**src/rtl/periph_bus_debug_master.sv**
```systemverilog
// Byte-command debug initiator for the peripheral register bus: decodes a
// 2- or 3-byte command, arbitrates with the core via req/gnt and issues one access.
module periph_bus_debug_master #(
   parameter int unsigned TIMEOUT_CYCLES = 5000000,
   parameter logic [7:0]  ACK_BYTE       = 8'h06,
   parameter logic [7:0]  NAK_BYTE       = 8'h15
) (
   input  logic       clk,
   input  logic       rst_n,
   input  logic [7:0] rx_data,
   input  logic       rx_valid,
   output logic [7:0] tx_data,
   output logic       tx_valid,
   input  logic       tx_ready,
   output logic       bus_req,
   input  logic       bus_gnt,
   output logic [8:0] dbg_addr,
   output logic       dbg_rd_en,
   output logic       dbg_wr_en,
   output logic [7:0] dbg_data_in,
   input  logic [7:0] dbg_data_out,
   output logic       busy
);

   localparam logic [2:0] ST_IDLE   = 3'd0;
   localparam logic [2:0] ST_ADDR   = 3'd1;
   localparam logic [2:0] ST_DATA   = 3'd2;
   localparam logic [2:0] ST_REQ    = 3'd3;
   localparam logic [2:0] ST_ACCESS = 3'd4;
   localparam logic [2:0] ST_RESP   = 3'd5;

   localparam bit          TO_ENABLE = (TIMEOUT_CYCLES != 0);
   localparam logic [23:0] TO_LAST   = TO_ENABLE ? 24'(TIMEOUT_CYCLES - 1) : 24'd0;

   logic [2:0]  state_reg;
   logic        is_write_reg;
   logic [8:0]  addr_reg;
   logic [7:0]  wdata_reg;
   logic [7:0]  tx_data_reg;
   logic [23:0] cnt_reg;
   logic [8:0]  dbg_addr_reg;
   logic [7:0]  dbg_data_in_reg;
   logic        expired;

   // A byte arriving on the expiry cycle takes priority over the timeout.
   assign expired = TO_ENABLE && (cnt_reg == TO_LAST) && !rx_valid;

   always_ff @(posedge clk or negedge rst_n) begin
      if (!rst_n) begin
         state_reg       <= ST_IDLE;
         is_write_reg    <= 1'b0;
         addr_reg        <= '0;
         wdata_reg       <= '0;
         tx_data_reg     <= '0;
         cnt_reg         <= '0;
         dbg_addr_reg    <= '0;
         dbg_data_in_reg <= '0;
      end else begin
         case (state_reg)
            ST_IDLE: begin
               if (rx_valid) begin
                  if (|rx_data[6:1]) begin
                     tx_data_reg <= NAK_BYTE;
                     state_reg   <= ST_RESP;
                  end else begin
                     is_write_reg <= rx_data[7];
                     addr_reg[8]  <= rx_data[0];
                     cnt_reg      <= '0;
                     state_reg    <= ST_ADDR;
                  end
               end
            end
            ST_ADDR: begin
               if (rx_valid) begin
                  addr_reg[7:0] <= rx_data;
                  cnt_reg       <= '0;
                  state_reg     <= is_write_reg ? ST_DATA : ST_REQ;
               end else if (expired) begin
                  state_reg <= ST_IDLE;
               end else begin
                  cnt_reg <= cnt_reg + 24'd1;
               end
            end
            ST_DATA: begin
               if (rx_valid) begin
                  wdata_reg <= rx_data;
                  cnt_reg   <= '0;
                  state_reg <= ST_REQ;
               end else if (expired) begin
                  state_reg <= ST_IDLE;
               end else begin
                  cnt_reg <= cnt_reg + 24'd1;
               end
            end
            ST_REQ: begin
               if (bus_gnt) begin
                  dbg_addr_reg    <= addr_reg;
                  dbg_data_in_reg <= wdata_reg;
                  state_reg       <= ST_ACCESS;
               end
            end
            ST_ACCESS: begin
               // Read data is captured exactly once; RCREG-style reads are destructive.
               tx_data_reg <= is_write_reg ? ACK_BYTE : dbg_data_out;
               state_reg   <= ST_RESP;
            end
            ST_RESP: begin
               if (tx_ready) state_reg <= ST_IDLE;
            end
            default: state_reg <= ST_IDLE;
         endcase
      end
   end

   // Strobes and request decode straight from state so an async reset drops them at once.
   assign dbg_rd_en   = (state_reg == ST_ACCESS) && !is_write_reg;
   assign dbg_wr_en   = (state_reg == ST_ACCESS) && is_write_reg;
   assign bus_req     = (state_reg == ST_REQ) || (state_reg == ST_ACCESS);
   assign tx_valid    = (state_reg == ST_RESP);
   assign busy        = (state_reg != ST_IDLE);
   assign tx_data     = tx_data_reg;
   assign dbg_addr    = dbg_addr_reg;
   assign dbg_data_in = dbg_data_in_reg;

endmodule

```
**config.mk**
```make
export PLATFORM = sky130hd
export DESIGN_NAME = periph_bus_debug_master
export DESIGN_NICKNAME = d
export VERILOG_FILES = /design/src/rtl/periph_bus_debug_master.sv
export SDC_FILE = /design/constraint.sdc
export NUM_CORES = 1
export LEC_CHECK = 0
export CORE_MARGIN = 4
export CORE_UTILIZATION = 55
export DETAILED_ROUTE_END_ITERATION = 12
export PLACE_DENSITY_LB_ADDON = 0.25
export REMOVE_ABC_BUFFERS = 1
export SYNTH_ARGS = -nofsm -noshare
export SYNTH_HDL_FRONTEND = slang
export SYNTH_SLANG_ARGS = --single-unit
```
**constraint.sdc**
```tcl
create_clock -name clk -period 3.7 [get_ports clk]
set_clock_uncertainty 0.2 [all_clocks]
set_input_delay 0.74 -clock clk [delete_from_list [all_inputs] [get_ports clk]]
set_output_delay 0.74 -clock clk [all_outputs]
set_load 0.05 [all_outputs]
```
==> flow_summary_export.csv, run 1 <==
group,metric,value,unit
run_status,outcome,"finished clean",
min_path,holdCritStartpoint,"tx_data[1]",
critical_path,rr_startpoint,"state_reg[0]",
synth,syn-cell-area,3470,µm²
clock_network,clk_pin_slew_worst_paths,0.08,ns
die,start_util,0.575,
drt,via_per_inst,6.13,
cells_and_area,multiInputGateArea,1600,µm²
die,dieArea,7640,µm²
drt,ant_nets,0,
die,rows,28,
critical_path,setup.worst_path.class,"flop to primary output",
sta,slew_viol_final,0,
cells_and_area,mostFrequentLayoutCell,"dfrtp_1",
global_routing,grt_max_degree,39,
drt,drtIter0Drc,184,
min_path,min_path_type,"flop to flop",
critical_path,end_kind,"primary output",
die,die_y,87.4,µm
min_path,min_delay_path_depth,2,
sta,slew_headroom,0.371,
global_routing,grt_pass1_wl,13.0,mm
sta,finalSetupViolCount,0,
drt,avgRoutedWirePerCell,17.4,µm
synth,ys_ff_latch,70,
drt,vias,2717,
sta,period_needed,3.44,ns
synth,netlist_instances,312,
run,maxCapViolations,0,
synth,yosysWarningCount,0,
sta,finalSetupTns,0,ns
global_routing,grt-ovfl-total,0,
clock_network,cts_root_buffer,"clkbuf_8",
place,io_buffers,50,
critical_path,startpoint,"state_reg[0]",
die,core_region_area,6030,µm²
critical_path,crit_required,2.76,ns
place,routabilityCongestion,0.846,
cells_and_area,fill_cells,452,
synth,synth-seq-area-share,0.505,
cells_and_area,seqCellArea,1750,µm²
critical_path,r2r_cells,5,
clock_network,clockBufferDepth,2,
drt,routed_wl,7.70,mm
clock_network,cts_tree,"done",
drt,firstDrtPassIters,5,
sta,rsz0062_at_grt,"false",
clock_network,ctsHtreeMaxLevel,3,
synth,syn_avg_cell_area,11.1,µm²
cells_and_area,fin_nets,385,
clock_network,clock_latency,0.34,ns
synth,synth_edf_count,0,
synth,synthArstFlopShare,1.00,
clock_network,clock_sinks,70,
clock_network,numCtsBuffers,9,
sta,tightest_slew,0.943,ns
critical_path,timing.rr.end,"cnt_reg[23]",
global_routing,antenna_found_initial,0,
synth,synth.distinct_cells,51,
die,die_width,87.4,µm
critical_path,reg2reg_setup_slack,1.09,ns
clock_network,ctsHoldBuffers,0,
critical_path,critPathMaxFanout,10,
global_routing,grt_usage,0.219,
sta,fmax,290,MHz
place,dpl.hpwl,5.46,mm
cells_and_area,area_delta_synth_final,21.7,%
cells_and_area,layout-drive-gt1-share,0.136,
clock_network,cts_resized,0,
cells_and_area,antenna_cells,0,
cells_and_area,most-common-layout-cells,"dfrtp_1 (70), clkdlybuf4s50_1 (49), nand2_1 (23)",
synth,synth_flop_cell,"dfrtp_1",
global_routing,grt_pass1_vias,2722,
cells_and_area,largest_reg_flops,24,
sta,hold_slack,0.286,ns
critical_path,cp.arrival,2.50,ns
sta,layout_worst_path_cycle_share,0.930,
power_and_ir_drop,power_leakage,1.75,nW
critical_path,crit_path_end,"dbg_rd_en",
sta,hold_viol,0,
power_and_ir_drop,vdd_drop_max,558,µV
clock_network,cts_setup_buffers,0,
critical_path,cp-start-kind,"flop",
drt,drc,0,
power_and_ir_drop,power_density,803,nW/µm²
die,ios,51,
==> power by group <==
| part | leakage [nW] | total, mW | internal (mW) | switching [mW] |
|---|---|---|---|---|
| sequential | 0.891 | 1.21 | 1.02 | 0.196 |
| combinational | 0.748 | 1.54 | 0.552 | 0.988 |
| clock | 0.109 | 0.635 | 0.348 | 0.287 |
==> kinds of logic after synthesis <==
family / synth area share
DFF: 0.505
AOI/OAI and AO/OA: 0.130
and+or+nand+nor: 0.204
adders and majority gates: 0.00361
buffers and inverters: 0.0329
muxes: 0.119
xor gates and xnor gates: 0.00469
==> stage by stage <==
stage               cells  cell area, µm²   util  setup WS (ns)  power [mW]
finish                443            4220  0.700          0.258        3.39
global route          443            4220  0.700         0.0505        3.59
CTS                   443            4220  0.700          0.245        3.41
detailed placement    427            4010  0.665          0.304        2.77
global placement      427            4010  0.665          0.410        2.73
floorplan             297            3370      -           1.13        2.24
==> layout make-up <==
type	instances	area share
Clock inverter	5	0.0136
Tap cell	75	0.0222
Clock buffer	11	0.0359
Sequential cell	70	0.415
Timing Repair Buffer	55	0.129
Inverter	5	0.00445
Multi-Input combinational cell	222	0.379
==> per-layer routing <==
layer  GRT usage  up-vias  share of wire
met5           0        -              0
met4      0.0893        0          0.013
met3      0.0520       10          0.052
met2       0.336       84           0.48
met1       0.299     1340           0.45
li1            -     1283              -
==> Yosys cell counts, types with 5 or more instances <==
| master | instances | area, µm² |
|---|---|---|
| a21oi_1 | 15 | 75.1 |
| mux2_1 | 18 | 203 |
| inv_1 | 5 | 18.8 |
| clkbuf_1 | 6 | 22.5 |
| nand4_1 | 9 | 56.3 |
| a22o_1 | 5 | 43.8 |
| and3_1 | 6 | 37.5 |
| nor2_1 | 17 | 63.8 |
| dfrtp_1 | 70 | 1750 |
| mux2_2 | 17 | 191 |
| or4_1 | 8 | 60.1 |
| nand2_1 | 23 | 86.3 |
| nand3_1 | 17 | 85.1 |
| o21ai_1 | 11 | 55.1 |
| o31ai_1 | 18 | 135 |
==> worst max-delay path, stage by stage (launching register included) <==
cell and delay (ns):
dfrtp_1 0.52, nor2_1 0.26, nand2_1 0.18, nor2_1 0.32, clkdlybuf4s50_1 0.87
==> worst min path at each step <==
stage	slack, ns	end
after global placement	0.26	dbg_addr[0]
after floorplan	0.24	addr_reg[0]
after global routing	0.31	tx_data[1]
after detailed placement	0.27	wdata_reg[5]
after CTS	0.29	wdata_reg[5]
final	0.29	tx_data[1]
No activity file was read; power rests on OpenSTA's default activity.
==> run 2, diff against run 1 <==
- CELL_PAD_IN_SITES_DETAIL_PLACEMENT: unset -> 1
- CELL_PAD_IN_SITES_GLOBAL_PLACEMENT: unset -> 2
- CORE_MARGIN: 4 -> unset
- CORE_UTILIZATION: 55 -> 38
- MAX_ROUTING_LAYER: unset -> met4
==> flow_summary_export.csv, run 2 (synthesized netlist as in run 1, its figures left out) <==
group,metric,value,unit
drt,highest_layer,"met4",
critical_path,path_delay_family,"buffers and inverters",
drt,avgRoutedWirePerCell,18.6,µm
clock_network,cts_root_buffer,"clkbuf_8",
place,io_buffers,50,
place,dp_slack,0.324,ns
sta,postLayoutSetupSlackWorst,0.204,ns
power_and_ir_drop,internal_power,1.86,mW
critical_path,cp.arrival,2.56,ns
global_routing,grt_usage,0.209,
power_and_ir_drop,clock_power_share,0.181,
sta,tightest_slew,0.855,ns
clock_network,clockBufferDepth,2,
min_path,min_path_type,"primary input to asynchronous set/reset pin",
power_and_ir_drop,power_density,805,nW/µm²
clock_network,cts_tree,"done",
drt,drtIter0Drc,89,
sta,hold_slack,0.210,ns
drt,ant_nets,0,
power_and_ir_drop,vdd_drop_max,403,µV
place,routabilityCongestion,0.788,
cells_and_area,fill_cells,957,
cells_and_area,fin_cells,480,
cells_and_area,most-common-layout-cells,"dfrtp_1 (70), clkdlybuf4s50_1 (49), nand2_1 (23)",
drt,vias,2709,
clock_network,ctsHtreeMaxLevel,3,
power_and_ir_drop,power_frac_seq,0.356,
sta,layout_worst_path_cycle_share,0.945,
die,dieArea,9510,µm²
sta,rsz0062_at_grt,"false",
sta,slew_viol_final,0,
drt,routed_wl,8.92,mm
critical_path,timing.rr.end,"cnt_reg[22]",
sta,slew_headroom,0.430,
drt,via_per_inst,5.64,
global_routing,antenna_found_initial,0,
cells_and_area,area_delta_synth_final,23.0,%
critical_path,critPathMaxFanout,10,
clock_network,numCtsBuffers,9,
critical_path,crit_path_end,"dbg_rd_en",
global_routing,grt_max_degree,31,
clock_network,clk_pin_slew_worst_paths,0.09,ns
cells_and_area,fin_nets,389,
run,maxCapViolations,0,
critical_path,end_kind,"primary output",
power_and_ir_drop,sw_frac_of_total,0.458,
die,rows,34,
run_status,outcome,"finished clean",
drt,drc,0,
power_and_ir_drop,combPwrFrac,0.464,
cells_and_area,antenna_cells,0,
cells_and_area,layout-drive-gt1-share,0.145,
cells_and_area,mostFrequentLayoutCell,"dfrtp_1",
clock_network,ctsHoldBuffers,0,
sta,finalSetupViolCount,0,
power_and_ir_drop,power.switching,1.57,mW
die,die_width,97.5,µm
cells_and_area,largest_reg_flops,24,
global_routing,grt_pass1_wl,15.2,mm
clock_network,clock_latency,0.36,ns
die,ios,51,
critical_path,crit_cells,4,
critical_path,r2r_cells,5,
sta,fmax,286,MHz
critical_path,rr_startpoint,"state_reg[0]",
sta,hold_viol,0,
place,place_inst,464,
global_routing,grt-ovfl-total,0,
drt,firstDrtPassIters,4,
clock_network,cts_setup_buffers,0,
cells_and_area,utilization,0.487,
clock_network,cts_resized,0,
drt,wl_met3,282,µm
critical_path,setup.worst_path.class,"flop to primary output",
drt,wl_met2,4.31,mm
die,die_y,97.5,µm
critical_path,cpMostUsedCell,"nor2_1",
critical_path,reg2reg_setup_slack,1.11,ns
global_routing,grt_pass1_vias,2898,
sta,finalSetupTns,0,ns
sta,period_needed,3.50,ns
critical_path,startpoint,"state_reg[0]",
critical_path,cp_slowest_stage_delay,0.87,ns
clock_network,clock_sinks,70,
critical_path,critPathSlowestCell,"clkdlybuf4s50_1",
place,dpl.hpwl,6.50,mm
critical_path,worstPathCellList,"nor2_1 -> nand2_1 -> nor2_1 -> clkdlybuf4s50_1",
drt,met1_length,4.23,mm
die,core_region_area,8760,µm²
critical_path,crit_required,2.76,ns
cells_and_area,multiInputGateArea,1600,µm²
power_and_ir_drop,power_leakage,1.76,nW
critical_path,critical_path_buf_inv_count,1,
critical_path,cp-start-kind,"flop",
cells_and_area,seqCellArea,1750,µm²
die,start_util,0.395,
[run 2: changes by cell type in the layout (fill, tap and decap cells not counted), sizes merged]
| cell | change |
|---|---|
| inv | +6 |
| buf | +4 |
| clkinv | -3 |
| clkbuf | -2 |
| bufinv | -1 |
[run 2: worst min-delay path by stage]
stage                       startpoint           end  slack (ns)  cells after the start
after floorplan                  rst_n   addr_reg[0]        0.24                      0
after global placement    wdata_reg[6]  wdata_reg[6]        0.26                      1
final                            rst_n   cnt_reg[10]        0.21                      1
after detailed placement  wdata_reg[6]  wdata_reg[6]        0.28                      1
after global routing             rst_n   cnt_reg[23]        0.26                      1
after CTS                        rst_n   cnt_reg[23]        0.22                      1
[run 2: layout make-up]
| class | count | area share |
|---|---|---|
| clock inverters | 7 | 0.0167 |
| multi-input cells | 222 | 0.375 |
| clock buffers | 9 | 0.0290 |
| repair buffers | 59 | 0.132 |
| inverters | 5 | 0.00440 |
| well taps | 108 | 0.0317 |
| flip-flops and latches | 70 | 0.411 |
[run 2: worst register-to-register path, stage by stage, from the launching register on]
cell     delay [ns]
dfrtp_1        0.60
xor2_2         0.26
nand2_2        0.20
and2_1         0.49
or4_1          0.62
a21oi_1        0.16
[run 2: metrics by stage]
step,cell area (µm²),power (mW)
floorplan,3370,2.24
global placement,4070,2.80
detailed placement,4070,2.84
CTS,4260,3.48
global route,4260,3.64
finish,4260,3.43
[run 2: power groups by stage]
stage          clock network, mW  logic, mW  registers, mW
2_1_floorplan                  0      0.638           1.60
3_3_place_gp                   0       1.57           1.22
3_5_place_dp                   0       1.61           1.24
4_1_cts                    0.642       1.62           1.23
5_1_grt                    0.671       1.71           1.26
6_report                   0.620       1.59           1.22
[run 2: metal layers]
metal,global-route usage,up-vias
met1,0.275,1365
met2,0.324,42
met5,-,-
met3,0.0424,8
li1,-,1294
met4,0.0690,0
